File: src/rtl/ioctl_loader_pkg.sv
// Shared types and constants for the ioctl ROM download engine.
// The entry layout depends on ADDR_W, so loader_entry_t is declared inside the top module.
package ioctl_loader_pkg;

  typedef enum logic {
    IDLE = 1'b0,
    WAIT = 1'b1
  } loader_state_e;

  localparam logic [1:0] DS_LO   = 2'b01;
  localparam logic [1:0] DS_HI   = 2'b10;
  localparam logic [1:0] DS_BOTH = 2'b11;

  // Byte strobe for a byte whose address LSB is lane.
  function automatic logic [1:0] lane_ds(input logic lane);
    return lane ? DS_HI : DS_LO;
  endfunction

endpackage

File: src/rtl/sync_fifo.sv
// Single-clock FIFO with a combinational head. A pop and a push may happen in the same cycle,
// and a push into a full FIFO is accepted when a pop frees a slot in that cycle.
module sync_fifo #(
  parameter int WIDTH = 8,
  parameter int DEPTH = 4
) (
  input  logic             clk,
  input  logic             reset,
  input  logic             push,
  input  logic             pop,
  input  logic [WIDTH-1:0] din,
  output logic [WIDTH-1:0] dout,
  output logic             full,
  output logic             empty
);

  localparam int PTR_W = (DEPTH > 1) ? $clog2(DEPTH) : 1;
  localparam logic [PTR_W-1:0] PTR_ONE    = 1;
  localparam logic [PTR_W:0]   CNT_ONE    = 1;
  localparam logic [PTR_W:0]   CNT_FULL   = (PTR_W + 1)'(DEPTH);

  logic [WIDTH-1:0] mem [DEPTH];
  logic [PTR_W-1:0] rd_ptr;
  logic [PTR_W-1:0] wr_ptr;
  logic [PTR_W:0]   count;
  logic             do_pop;
  logic             do_push;

  assign full    = (count == CNT_FULL);
  assign empty   = (count == '0);
  assign do_pop  = pop & ~empty;
  assign do_push = push & (~full | do_pop);
  assign dout    = mem[rd_ptr];

  // NOTE: state registers use non-blocking assignments so every flop samples pre-edge values.
  always_ff @(posedge clk) begin
    if (reset) begin
      rd_ptr <= '0;
      wr_ptr <= '0;
      count  <= '0;
    end else begin
      if (do_pop)  rd_ptr <= rd_ptr + PTR_ONE;
      if (do_push) wr_ptr <= wr_ptr + PTR_ONE;
      case ({do_push, do_pop})
        2'b10:   count <= count + CNT_ONE;
        2'b01:   count <= count - CNT_ONE;
        default: count <= count;
      endcase
    end
  end

  // NOTE: the storage array is not reset; count/pointers already mark every slot invalid.
  always_ff @(posedge clk) begin
    if (do_push) mem[wr_ptr] <= din;
  end

endmodule

File: src/rtl/ioctl_rom_loader.sv
// Packs the ioctl byte stream into 16-bit strobed words, buffers them, and writes each word
// to all SDRAM ports with a toggle request/acknowledge handshake.
module ioctl_rom_loader
  import ioctl_loader_pkg::*;
#(
  parameter int         N_PORTS    = 2,
  parameter int         ADDR_W     = 23,
  parameter int         FIFO_DEPTH = 4,
  parameter logic [7:0] ROM_INDEX  = 8'd0
) (
  input  logic               clk_sys,
  input  logic               reset,
  input  logic               ioctl_downl,
  input  logic [7:0]         ioctl_index,
  input  logic               ioctl_wr,
  input  logic [24:0]        ioctl_addr,
  input  logic [7:0]         ioctl_dout,
  output logic [N_PORTS-1:0] port_req,
  input  logic [N_PORTS-1:0] port_ack,
  output logic [ADDR_W-1:0]  port_a,
  output logic [1:0]         port_ds,
  output logic [15:0]        port_d,
  output logic               port_we,
  output logic               rom_loaded,
  output logic               overflow,
  output logic               core_reset
);

  typedef struct packed {
    logic [ADDR_W-1:0] addr;
    logic [1:0]        ds;
    logic [15:0]       data;
  } loader_entry_t;

  localparam int ENTRY_W = $bits(loader_entry_t);

  logic              wr_last;
  logic              downl_last;
  logic              index_match;
  logic              accept;
  logic              flush;
  logic              dl_start;
  logic [ADDR_W-1:0] byte_addr;
  logic              lane;
  logic              unused_addr;

  loader_entry_t     pend_q;
  loader_entry_t     pend_d;
  logic              pend_valid_q;
  logic              pend_valid_d;
  loader_entry_t     incoming;
  loader_entry_t     merged;
  loader_entry_t     push_entry;
  loader_entry_t     head;
  logic              push;
  logic              pop;
  logic              fifo_full;
  logic              fifo_empty;

  loader_state_e     state;
  loader_state_e     state_next;
  logic              ack_done;

  assign byte_addr   = ioctl_addr[ADDR_W:1];
  assign lane        = ioctl_addr[0];
  assign unused_addr = ^ioctl_addr;
  assign index_match = (ioctl_index == ROM_INDEX);
  assign accept      = ioctl_wr & ~wr_last & ioctl_downl & index_match;
  assign flush       = downl_last & ~ioctl_downl;
  assign dl_start    = ioctl_downl & ~downl_last & index_match;
  assign ack_done    = (port_ack == port_req);

  // Byte packing: merge into the pending word when possible, otherwise retire it.
  always_comb begin
    // NOTE: every output of this block gets a default first, so no path can infer a latch.
    pend_d        = pend_q;
    pend_valid_d  = pend_valid_q;
    push          = 1'b0;
    push_entry    = pend_q;
    incoming.addr = byte_addr;
    incoming.ds   = lane_ds(lane);
    incoming.data = {ioctl_dout, ioctl_dout};
    merged        = pend_q;
    merged.ds     = pend_q.ds | incoming.ds;
    if (lane) merged.data[15:8] = ioctl_dout;
    else      merged.data[7:0]  = ioctl_dout;

    if (accept) begin
      if (!pend_valid_q) begin
        pend_d       = incoming;
        pend_valid_d = 1'b1;
      end else if (pend_q.addr == byte_addr && (pend_q.ds & incoming.ds) == 2'b00) begin
        if (merged.ds == DS_BOTH) begin
          push         = 1'b1;
          push_entry   = merged;
          pend_valid_d = 1'b0;
        end else begin
          pend_d = merged;
        end
      end else begin
        push   = 1'b1;
        pend_d = incoming;
      end
    end else if (flush && pend_valid_q) begin
      push         = 1'b1;
      pend_valid_d = 1'b0;
    end
  end

  always_ff @(posedge clk_sys) begin
    if (reset) begin
      wr_last      <= 1'b0;
      downl_last   <= 1'b0;
      pend_valid_q <= 1'b0;
      pend_q       <= '0;
    end else begin
      wr_last      <= ioctl_wr;
      downl_last   <= ioctl_downl;
      pend_valid_q <= pend_valid_d;
      pend_q       <= pend_d;
    end
  end

  sync_fifo #(
    .WIDTH (ENTRY_W),
    .DEPTH (FIFO_DEPTH)
  ) u_fifo (
    .clk   (clk_sys),
    .reset (reset),
    .push  (push),
    .pop   (pop),
    .din   (push_entry),
    .dout  (head),
    .full  (fifo_full),
    .empty (fifo_empty)
  );

  always_ff @(posedge clk_sys) begin
    if (reset) state <= IDLE;
    else       state <= state_next;
  end

  always_comb begin
    state_next = state;
    pop        = 1'b0;
    case (state)
      IDLE: begin
        if (!fifo_empty) begin
          pop        = 1'b1;
          state_next = WAIT;
        end
      end
      WAIT: begin
        if (ack_done) state_next = IDLE;
      end
      default: state_next = IDLE;
    endcase
  end

  // Request outputs are held for the whole handshake; reset resyncs req to ack.
  always_ff @(posedge clk_sys) begin
    if (reset) begin
      port_req <= port_ack;
      port_we  <= 1'b0;
      port_a   <= '0;
      port_ds  <= '0;
      port_d   <= '0;
    end else if (pop) begin
      port_req <= ~port_req;
      port_we  <= 1'b1;
      port_a   <= head.addr;
      port_ds  <= head.ds;
      port_d   <= head.data;
    end else if (state == WAIT && ack_done) begin
      port_we  <= 1'b0;
    end
  end

  always_ff @(posedge clk_sys) begin
    if (reset) begin
      rom_loaded <= 1'b0;
      overflow   <= 1'b0;
      core_reset <= 1'b1;
    end else begin
      if (dl_start)
        rom_loaded <= 1'b0;
      else if (!ioctl_downl && !pend_valid_q && fifo_empty && state == IDLE)
        rom_loaded <= 1'b1;
      overflow   <= overflow | (push & fifo_full & ~pop);
      core_reset <= ~rom_loaded;
    end
  end

endmodule

File: config.mk
export PLATFORM = sky130hd
export DESIGN_NAME = ioctl_rom_loader
export DESIGN_NICKNAME = d
export VERILOG_FILES = /design/src/rtl/ioctl_loader_pkg.sv /design/src/rtl/sync_fifo.sv /design/src/rtl/ioctl_rom_loader.sv
export SDC_FILE = /design/constraint.sdc
export NUM_CORES = 1
export LEC_CHECK = 0
export ABC_AREA = 0
export CORE_ASPECT_RATIO = 1.25
export CORE_MARGIN = 2
export CORE_UTILIZATION = 53
export DETAILED_ROUTE_END_ITERATION = 10
export HOLD_SLACK_MARGIN = 0.15
export MAX_ROUTING_LAYER = met4
export PLACE_DENSITY = 0.83
export SLEW_MARGIN = 10
export SYNTH_ARGS = -nofsm -noshare
export SYNTH_HDL_FRONTEND = slang
export SYNTH_HIERARCHICAL = 1
export SYNTH_SLANG_ARGS = --single-unit
File: constraint.sdc
create_clock -name clk_sys -period 5.1 [get_ports clk_sys]
set_input_delay 0.51 -clock clk_sys [delete_from_list [all_inputs] [get_ports clk_sys]]
set_output_delay 0.51 -clock clk_sys [all_outputs]
set_load 0.02 [all_outputs]
Yosys cells after proc, flatten, opt, wreduce, memory -nomap -nowiden --
Memories as Yosys holds them, arrays and structs flattened. A register that Yosys moved wholly into a read port is not among the register bits. Index checks and enable logic that the tools add are counted.
Storage, ports and cells: register bits 58, latch bits 0, bits in writable memories 164, ROM bits 0, output and inout port bits 47, word-level logic and storage cells 100, memories 1
Operators by class: add/subtract/negate cells 4, multipliers 0, div/mod/pow operators 0, $lt $le $gt $ge 0, eq/ne operators 8, shift-type cells 0, mux-type cells 31, bitwise gates (word level) 23, reduce and logical (&&, ||, !) cells 18
Memories:
- u_fifo.mem | depth 4, bits a word 41, rd ports 1, clocked after Yosys merged registers in 1, wr ports 1, RTL line sync_fifo.sv:22 | logic [WIDTH-1:0] mem [DEPTH];
Operators by type and width (count):
- 2-to-1 mux 18 bit | 5
- 2-to-1 mux 41 bit | 2
- == test 23 bit | 1
- 2-to-1 mux 1 bit | 17
- 2-to-1 mux 8 bit | 2
- AND 1 bit | 10
- logical NOT 8 bit | 1
- NOT 1 bit | 8
- nonzero test 2 bit | 4
- logical AND 1 bit | 6
- 2-to-1 mux 2 bit | 3
- case mux 3 bit (2 select lines) | 1
- adder 2 x 1 -> 2 bit (second input constant) | 2
- == test 2 bit (second input constant) | 2
- AND reduction 2 bit | 2
- adder 3 x 1 -> 3 bit (second input constant) | 1
- == test 3 bit (second input constant) | 1
- logical NOT 3 bit | 1
- != test 3 bit (second input constant) | 1
- subtractor 3 x 1 -> 3 bit (second input constant) | 1
- AND 2 bit | 1
- == test 2 x 1 -> 1 bit (second input constant) | 1
- == test 2 bit | 1
- logical NOT 1 bit | 2
- 7 further kinds | 8

Longest topological paths before layout --
Gate-level depths: netlist of run 1.
depth after elaboration 10, gate-level depth with buffers 12, gate-level depth less buffers 9

By module --
The synthesis of run 1 kept the hierarchy.
Modules (own cells, without submodules):
- sync_fifo | instances 1, cells an instance 274, area each 6442.4 um^2, sequential area each 5104.9 um^2
- ioctl_rom_loader | instances 1, cells an instance 458, area each 4085.2 um^2, sequential area each 1861.8 um^2

Worst setup path before layout of run 1 --
OpenSTA, ideal clock, no wires.
path kind input to register, start input ioctl_index[3], end memory u_fifo/mem[0][0] in the netlist's numbering (enable), library setup time 402 ps, arrival 2947 ps, data required time 4698 ps, path slack 1751 ps, stages 7, path buffers 1, path through nor4_1 nand4_1 a21oi_1 o41a_1 buf_2 nor2b_2 and2_1
On the way: longest elaborated chain between the ends 6
Ends and longest elaborated chain:
- from (decl) | RTL line ioctl_rom_loader.sv:14 | input logic [7:0] ioctl_index,
- logical NOT 8 bit | RTL line ioctl_rom_loader.sv:67 | assign index_match = (ioctl_index == ROM_INDEX);
- AND 1 bit | RTL line ioctl_rom_loader.sv:68 | assign accept = ioctl_wr & ~wr_last & ioctl_downl & index_match;
- 2-to-1 mux 1 bit | RTL line ioctl_rom_loader.sv:88 | if (accept) begin
- named net push | RTL line ioctl_rom_loader.sv:55 | logic push;
- AND 1 bit | RTL line sync_fifo.sv:32 | assign do_push = push & (~full | do_pop);
- 2-to-1 mux 1 bit | RTL line sync_fifo.sv:54 | if (do_push) mem[wr_ptr] <= din;
- 2-to-1 mux 1 bit (implied by the code) | RTL line sync_fifo.sv:54
- to (decl) | RTL line sync_fifo.sv:22
The timed path passes the listed nets, and every way through them passes these cells.

Final worst setup path of run 1 --
start register u_fifo.count[0], end register u_fifo.count[2]
On the way: longest elaborated chain between the ends 8, elaborated cells between the ends (all ways) 15, those cells by class add/sub (2); eq/ne (3); mux (3); bitwise (5); reduce/logical (2)
Ends and longest elaborated chain:
- from (decl) | RTL line sync_fifo.sv:25 | logic [PTR_W:0] count;
- from (signal assigned) | RTL line sync_fifo.sv:45 | 2'b10: count <= count + CNT_ONE;
- from (signal assigned) | RTL line sync_fifo.sv:46 | 2'b01: count <= count - CNT_ONE;
- from (signal assigned) | RTL line sync_fifo.sv:47 | default: count <= count;
- logical NOT 3 bit * | RTL line sync_fifo.sv:30 | assign empty = (count == '0);
- named net fifo_empty | RTL line ioctl_rom_loader.sv:58 | logic fifo_empty;
- 2-to-1 mux 1 bit | RTL line ioctl_rom_loader.sv:148 | if (!fifo_empty) begin
- 2-to-1 mux 1 bit | RTL line ioctl_rom_loader.sv:146 | case (state)
- AND 1 bit * | RTL line sync_fifo.sv:31 | assign do_pop = pop & ~empty;
- OR 1 bit | RTL line sync_fifo.sv:32
- AND 1 bit | RTL line sync_fifo.sv:32
- == test 2 x 1 -> 1 bit / == test 2 bit (equally long branches) | RTL line sync_fifo.sv:44 | case ({do_push, do_pop})
- case mux 3 bit (2 select lines) / nonzero test 2 bit (equally long branches)
The timed path passes the listed nets; every way through them passes the cells marked *. A chain may end at the register's enable or synchronous reset.

==> results of run 1 <==
-- kinds of logic after synthesis --
family | after synthesis | share of synthesized area
AOI/OAI and AO/OA | 65 | 0.0406
xor gates and xnor gates | 30 | 0.0250
adders and majority gates | 5 | 0.00666
buffers and inverters | 52 | 0.0217
DFF | 265 | 0.662
muxes | 99 | 0.145
and+or+nand+nor | 216 | 0.0989
-- per-stage QoR --
stage	instances	setup WS [ps]	power, W	hold slack (ps)
2_1_floorplan	732	1750	0.00234	432
6_report	1099	1520	0.00401	445
3_3_place_gp	1057	1140	0.00240	418
3_5_place_dp	1057	1090	0.00240	428
5_1_grt	1099	1240	0.00412	461
4_1_cts	1098	1490	0.00403	446
-- layer usage --
metal	track usage	wire length, um	vias up	share of wire
met5	-	0	-	0
met4	0.0714	662	0	0.032
met3	0.0238	848	50	0.041
met2	0.358	10900	169	0.52
met1	0.261	8460	3024	0.41
li1	-	-	2841	-
-- cell type report --
class / count / share of cell area
diodes: 1 / 0.000202
well taps: 265 / 0.0267
clock inverters: 15 / 0.00958
repair buffers: 101 / 0.0813
flip-flops and latches: 265 / 0.562
inverters: 11 / 0.00333
clock buffers: 26 / 0.0473
multi-input cells: 415 / 0.270
-- worst paths after layout --
check                                     start               to  slack (ps)  depth (start not counted)
worst max-delay path            u_fifo/count[0]  u_fifo/count[2]        1520                         10
worst max register to register  u_fifo/count[0]  u_fifo/count[2]        1520                         10
worst min-delay path                 rom_loaded       core_reset         440                          1
worst min register to register       rom_loaded       core_reset         440                          1
-- state kept, by name, indices dropped and copies added (netlist names), named ones only --
| name | flops |
|---|---|
| pend_valid_q | 1 |
| port_we | 1 |
| overflow | 1 |
| u_fifo/count | 3 |
| u_fifo/wr_ptr | 2 |
| merged | 23 |
| port_req | 2 |
| core_reset | 1 |
| downl_last | 1 |
| pend_q | 18 |
| port_ds | 2 |
| u_fifo/rd_ptr | 2 |
| rom_loaded | 1 |
| port_a | 23 |
| port_d | 16 |
| state | 1 |
| wr_last | 1 |
| u_fifo/mem | 164 |
-- cells in the final DEF, fill, tap and decap left out, types with 7 or more instances in the layout --
cell type	instances
edfxtp_1	166
nand2_1	138
dfxtp_1	97
clkdlybuf4s50_1	91
a21oi_1	43
mux4_2	41
mux2i_1	40
xor2_1	26
nand2b_1	26
clkbuf_16	23
mux2_2	16
nor2_1	9
inv_1	9
clkinv_1	8
buf_4	7
-- worst max-delay path, cell delays in order (launching register included) --
cell,delay (ps)
dfxtp_1,510
nor3_1,110
or2_2,650
clkinv_1,120
buf_4,500
o31a_1,360
nand2b_1,100
fa_1,370
nand2b_1,160
o31ai_2,200
mux2_1,330
-- power by group --
group / switching, W / total [W] / internal, W
Sequential: 0.00000238 / 0.00226 / 0.00225
Clock: 0.000728 / 0.00165 / 0.000926
Combinational: 0.0000492 / 0.0000981 / 0.0000489
Total: 0.000779 / 0.00401 / 0.00323
==> impl_metrics.ini, run 1 <==
[logic_synthesis]
ys_seq_area_frac = 0.662
synth_top_area_cell = edfxtp_1
synth_cells = 732
synth-async-reset-ratio = 0
synth.avg_cell_area_um2 = 14.4
synth_edf_count = 166
synth_area_leaders = edfxtp_1 47%, dfxtp_1 19%, mux4_2 8.8%
ys.flop_type = edfxtp_1
synth_common_cells = 166 x edfxtp_1, 138 x nand2_1, 99 x dfxtp_1
ys_ff_latch = 265
synth_area_mm2 = 0.0105
synth_top_area_share = 0.473
ys_types = 57
synth_fp_nets = 784
yosysMostFrequentCell = edfxtp_1
yosys_warnings = 6

[placed_design]
dp_hpwl_mm = 13.0
gp_congestion = 0.735
place_area_mm2 = 0.0117
port_buffers = 92

[cells_and_area]
drive_above_1_share = 0.148
fillers = 1354
area_growth_pct = 17.8
regArea_mm2 = 0.00697
multi_input_area_mm2 = 0.00335
stdcell_area_mm2 = 0.0124
utilization = 0.637
nets = 869

[sta]
fin_crit_ps = 3580
hold_viol_final = 0
fmax_ghz = 0.280
drv_slew = 0
fin_skew_ps = 7.66
tns_ps = 0
maxSlewHeadroom = 0.196
worst-slew-pin-transition_ps = 1210
setup_viol = 0
fin_crit_sh = 0.701
rsz0062_at_grt = no

[die]
io_pins = 94
rows = 57
start_util = 0.541
die_w_um = 130
core_mm2 = 0.0195
die_area_mm2 = 0.0210
die_height_um = 162

[drt]
vias = 6084
routed_wl_mm = 20.9
drc = 0
vias_per_cell = 5.54
avgRoutedWirePerCell_um = 19.0
drtPass1Iterations = 5
initialDrtViolationCount = 440
ant_nets = 0

[critical_path]
cp-start-kind = flop
required_ps = 5490
worstPathMaxFanout = 48
path_class = flop to flop
cp.arrival_ps = 3970
worstSetupEndpointType = flop

[grt]
grt_use_total = 0.210
overflow = 0
grt_pass1_vias = 6163
antenna_found_initial = 1
grt_start_max_net_pins = 83
grt_pass1_wl_mm = 33.1

[clock_tree]
clk_pin_slew_worst_paths_ps = 70
cts_hold_buf = 0
cts_resized = 0
cts-root-buf = clkbuf_16
cts_tree = built
cts_setup_buffers = 0
clock_latency_ps = 500
clock_sinks = 265
numCtsBuffers = 23
cts-htree-levels = 1
clock_path_buffers = 3

[run_status]
status = complete, no violations

[job]
maxCapViolCount = 0

[power]
power_per_cell_area_mw_per_mm2 = 323
vdd_drop_max_mv = 0.188
p_leak_nw = 4.08

[hold_path]
hold_path_class = flop to flop
Power figures use the tool's default switching activity.
==> run 2, diff against run 1 <==
==> constraint.sdc (replaced) <==
create_clock -name clk_sys -period 3.56 [get_ports clk_sys]
set_input_delay 0.356 -clock clk_sys [delete_from_list [all_inputs] [get_ports clk_sys]]
set_output_delay 0.356 -clock clk_sys [all_outputs]
set_load 0.02 [all_outputs]
==> impl_metrics.ini, run 2 (same netlist as run 1, synthesis figures left out) <==
[run_status]
status = complete, no violations

[die]
io_pins = 94
die_w_um = 130
rows = 57
start_util = 0.541
die_height_um = 162
core_mm2 = 0.0195
die_area_mm2 = 0.0210

[clock_tree]
numCtsBuffers = 24
cts-root-buf = clkbuf_16
clk_pin_slew_worst_paths_ps = 60
clock_sinks = 265
cts-htree-levels = 1
clock_latency_ps = 520
cts_hold_buf = 0
clock_path_buffers = 3
cts_setup_buffers = 0
cts_resized = 0
cts_tree = built

[drt]
drtPass1Iterations = 5
vias = 6184
drc = 0
vias_per_cell = 5.54
avgRoutedWirePerCell_um = 19.2
ant_nets = 0
initialDrtViolationCount = 482
routed_wl_mm = 21.5

[grt]
grt_pass1_wl_mm = 33.9
overflow = 0
antenna_found_initial = 1
grt_start_max_net_pins = 83
grt_pass1_vias = 6277
grt_use_total = 0.215

[placed_design]
post-place-ws_ps = 108
port_buffers = 92
dp_hpwl_mm = 12.9
gp_congestion = 0.828

[cells_and_area]
drive_above_1_share = 0.169
layout_commonest_cell = edfxtp_1
area_growth_pct = 20.4
largest_register_ffs = 164
nets = 884
final_cell_mix = 166 x edfxtp_1, 138 x nand2_1, 97 x dfxtp_1
top_register = u_fifo/mem

[sta]
hold_slack_ps = 430
timing.final.ws_setup_ps = 496
fin_crit_ps = 3060
worst-slew-pin-transition_ps = 963
fin_skew_ps = 17.9
rsz0062_at_grt = no
hold_viol_final = 0
tns_ps = 0
maxSlewHeadroom = 0.357
fin_crit_sh = 0.861
setup_viol = 0
drv_slew = 0
fmax_ghz = 0.326

[critical_path]
r2r_start = merged[38]
ff2ff_setup_slack_ps = 500
r2r_end = u_fifo/count[2]
rr_worst_depth = 9
worstSetupEndpointType = flop
path_class = flop to flop
worstPathMaxFanout = 6
required_ps = 3950
cp-start-kind = flop
cp.arrival_ps = 3450

[hold_path]
hp-start = rom_loaded
whs_path_depth = 1
worst_hold_path.endpoint = core_reset
hold_path_class = flop to flop

[job]
maxCapViolCount = 0

[power]
power_per_cell_area_mw_per_mm2 = 492
vdd_drop_max_mv = 0.383
p_leak_nw = 4.24
==> run 2: worst max path at each step <==
stage / from / to / slack [ps] / cells after the start
after floorplan: ioctl_index[3] / u_fifo/mem[0][0] / 360 / 7
after detailed placement: ioctl_index[3] / u_fifo/mem[1][2] / 110 / 10
final: merged[38] / u_fifo/count[2] / 500 / 9
after CTS: merged[38] / u_fifo/count[2] / 510 / 9
after global placement: ioctl_addr[0] / u_fifo/count[2] / 160 / 10
after global routing: ioctl_index[2] / u_fifo/mem[1][2] / 300 / 10
==> run 2: layer usage <==
metal | vias up | GRT usage | wire, um | part of all wire
met3 | 53 | 0.0272 | 1140 | 0.053
li1 | 2874 | - | - | -
met5 | - | - | 0 | 0
met1 | 3056 | 0.265 | 8530 | 0.40
met2 | 201 | 0.360 | 11000 | 0.51
met4 | 0 | 0.0850 | 804 | 0.037
==> run 2: area by class of cell <==
type	count	area (um^2)
fill	1311	6800
clock inverter	14	228
timing repair buffer	115	1100
antenna	1	2.50
sequential	265	6970
clock buffer	30	654
inverter	11	41.3
tap	265	332
multi-input combinational	415	3350
==> run 2: critical path, cell delays in order, from the launching register on <==
cell,delay [ps]
dfxtp_1,440
xor2_1,140
nor4_1,450
nand3_1,250
o41a_1,410
nand2b_1,170
fa_1,380
nand2b_1,160
o31ai_2,180
mux2_1,340
==> run 2: report_power, final <==
part	switching [W]	internal [W]
logic	0.0000725	0.0000711
registers	0.00000349	0.00323
clock network	0.00111	0.00175
==> run 2: metrics by stage <==
step	instances	instance area, um^2	utilization	power, W
final	1116	12700	0.651	0.00624
after global routing	1116	12700	0.651	0.00638
after CTS	1115	12700	0.651	0.00626
after detailed placement	1071	11800	0.605	0.00344
after global placement	1071	11800	0.605	0.00344
after floorplan	732	10500	-	0.00336
==> run 3, diff against run 2 <==
--- a/config.mk
+++ b/config.mk
@@ -9,6 +9,7 @@
 export CORE_ASPECT_RATIO = 1.25
 export CORE_MARGIN = 2
 export CORE_UTILIZATION = 53
+export CTS_BUF_LIST = sky130_fd_sc_hd__clkbuf_4 sky130_fd_sc_hd__clkbuf_8
 export DETAILED_ROUTE_END_ITERATION = 10
 export HOLD_SLACK_MARGIN = 0.15
 export MAX_ROUTING_LAYER = met4
==> impl_metrics.ini, run 3 (same netlist as run 1, synthesis figures left out) <==
[sta]
maxSlewHeadroom = 0.371
fin_skew_ps = 16.3
fmax_ghz = 0.331
setup_viol = 0
hold_viol_final = 0
fin_crit_sh = 0.848
rsz0062_at_grt = no
tns_ps = 0
drv_slew = 0
fin_crit_ps = 3020
worst-slew-pin-transition_ps = 942
hold_slack_ps = 414

[placed_design]
port_buffers = 92
place_area_mm2 = 0.0118
dp_hpwl_mm = 12.9
gp_congestion = 0.828

[hold_path]
whs_path_depth = 2
hold_path_class = primary input to flop

[die]
die_area_mm2 = 0.0210
die_height_um = 162
core_mm2 = 0.0195
io_pins = 94
rows = 57
start_util = 0.541
die_w_um = 130

[clock_tree]
clk_pin_slew_worst_paths_ps = 60
cts_setup_buffers = 0
clock_path_buffers = 3
cts_tree = built
cts-root-buf = clkbuf_8
clock_latency_ps = 520
cts_resized = 0
clock_sinks = 265
numCtsBuffers = 41
cts_hold_buf = 0
cts-htree-levels = 2

[drt]
routed_wl_mm = 21.0
drtPass1Iterations = 4
vias_per_cell = 5.39
vias = 6185
avgRoutedWirePerCell_um = 18.3
drc = 0
initialDrtViolationCount = 375
ant_nets = 0

[cells_and_area]
final_cell_mix = 166 x edfxtp_1, 138 x nand2_1, 97 x dfxtp_1
insertedDiodeCount = 0
utilization = 0.648
stdcell_area_mm2 = 0.0126
area_growth_pct = 19.9
fillers = 1317
top_register = u_fifo/mem
layout_commonest_cell = edfxtp_1
drive_above_1_share = 0.193
largest_register_ffs = 164
nets = 901

[power]
clkPwrFrac = 0.426
p_switching_w = 0.00120
combinationalPowerShare = 0.024
power_frac_seq = 0.550
p_int_w = 0.00469
p_leak_nw = 4.24
netSwitchingFraction = 0.204
vdd_drop_max_mv = 0.219
power_per_cell_area_mw_per_mm2 = 466

[grt]
grt_use_total = 0.211
grt_pass1_vias = 6327
grt_start_max_net_pins = 83
grt_pass1_wl_mm = 33.3
antenna_found_initial = 0
overflow = 0

[critical_path]
cp-start-kind = flop
required_ps = 3950
worstPathMaxFanout = 6
cp.arrival_ps = 3410
critPathMaxStageDelay_ps = 470
crit_top_cell = nand2b_1
path_class = flop to flop
worstSetupEndpointType = flop
crit_chain = xor2_1 -> nor4_1 -> nand3_1 -> o41a_1 -> nand2b_1 -> fa_1 -> nand2b_1 -> o31ai_2 -> mux2_1
cpMaxStageDelayCell = dfxtp_1
rr_worst_depth = 9

[job]
maxCapViolCount = 0

[run_status]
status = complete, no violations
run 3: cell count changes in the layout (fill, tap and decap cells not counted), sizes merged:
cell / change
bufinv: -5
clkbuf: +27
clkinv: +11
clkinvlp: +1
diode: -1
inv: -2
run 3: stage by stage:
step	std cells	total power (W)	setup slack, ps
2_1_floorplan	732	0.00336	365
3_3_place_gp	1071	0.00344	156
3_5_place_dp	1071	0.00344	108
4_1_cts	1147	0.00593	510
5_1_grt	1147	0.00607	324
6_report	1147	0.00589	541
run 3: path summary, 6_finish.rpt:
| check | from | endpoint | slack (ps) |
|---|---|---|---|
| setup / recovery | merged[35] | u_fifo/count[2] | 540 |
| hold / removal | ioctl_wr | wr_last | 410 |
| hold reg to reg | rom_loaded | core_reset | 430 |
| setup reg to reg | merged[35] | u_fifo/count[2] | 540 |
run 3: routing by layer:
layer | part of all wire | GRT usage
met4 | 0.021 | 0.0665
met2 | 0.52 | 0.360
met1 | 0.40 | 0.257
met5 | 0 | -
met3 | 0.054 | 0.0368
run 3: power by group through the flow:
stage                     sequential [W]  combinational, W  clock (W)
final                            0.00323          0.000142    0.00251
after global routing             0.00323          0.000153    0.00269
after global placement           0.00330          0.000140          0
after CTS                        0.00323          0.000143    0.00255
after floorplan                  0.00330         0.0000565          0
after detailed placement         0.00330          0.000142          0
run 3: area by class of cell:
class	count	area, um^2	area share
Timing Repair Buffer	115	1100	0.0873
Sequential cell	265	6970	0.552
Clock buffer	57	722	0.0572
Multi-Input combinational cell	415	3350	0.265
Inverter	11	41.3	0.00327
Clock inverter	19	108	0.00853
Tap cell	265	332	0.0263
run 3: worst max-delay path: cells and delay by family, from the launching register on:
family                     cells  cell delay, ps
adders and majority gates      1             380
xor gates and xnor gates       1             120
AOI/OAI and AO/OA              2             610
and+or+nand+nor                4             960
DFF                            1             470
muxes                          1             350
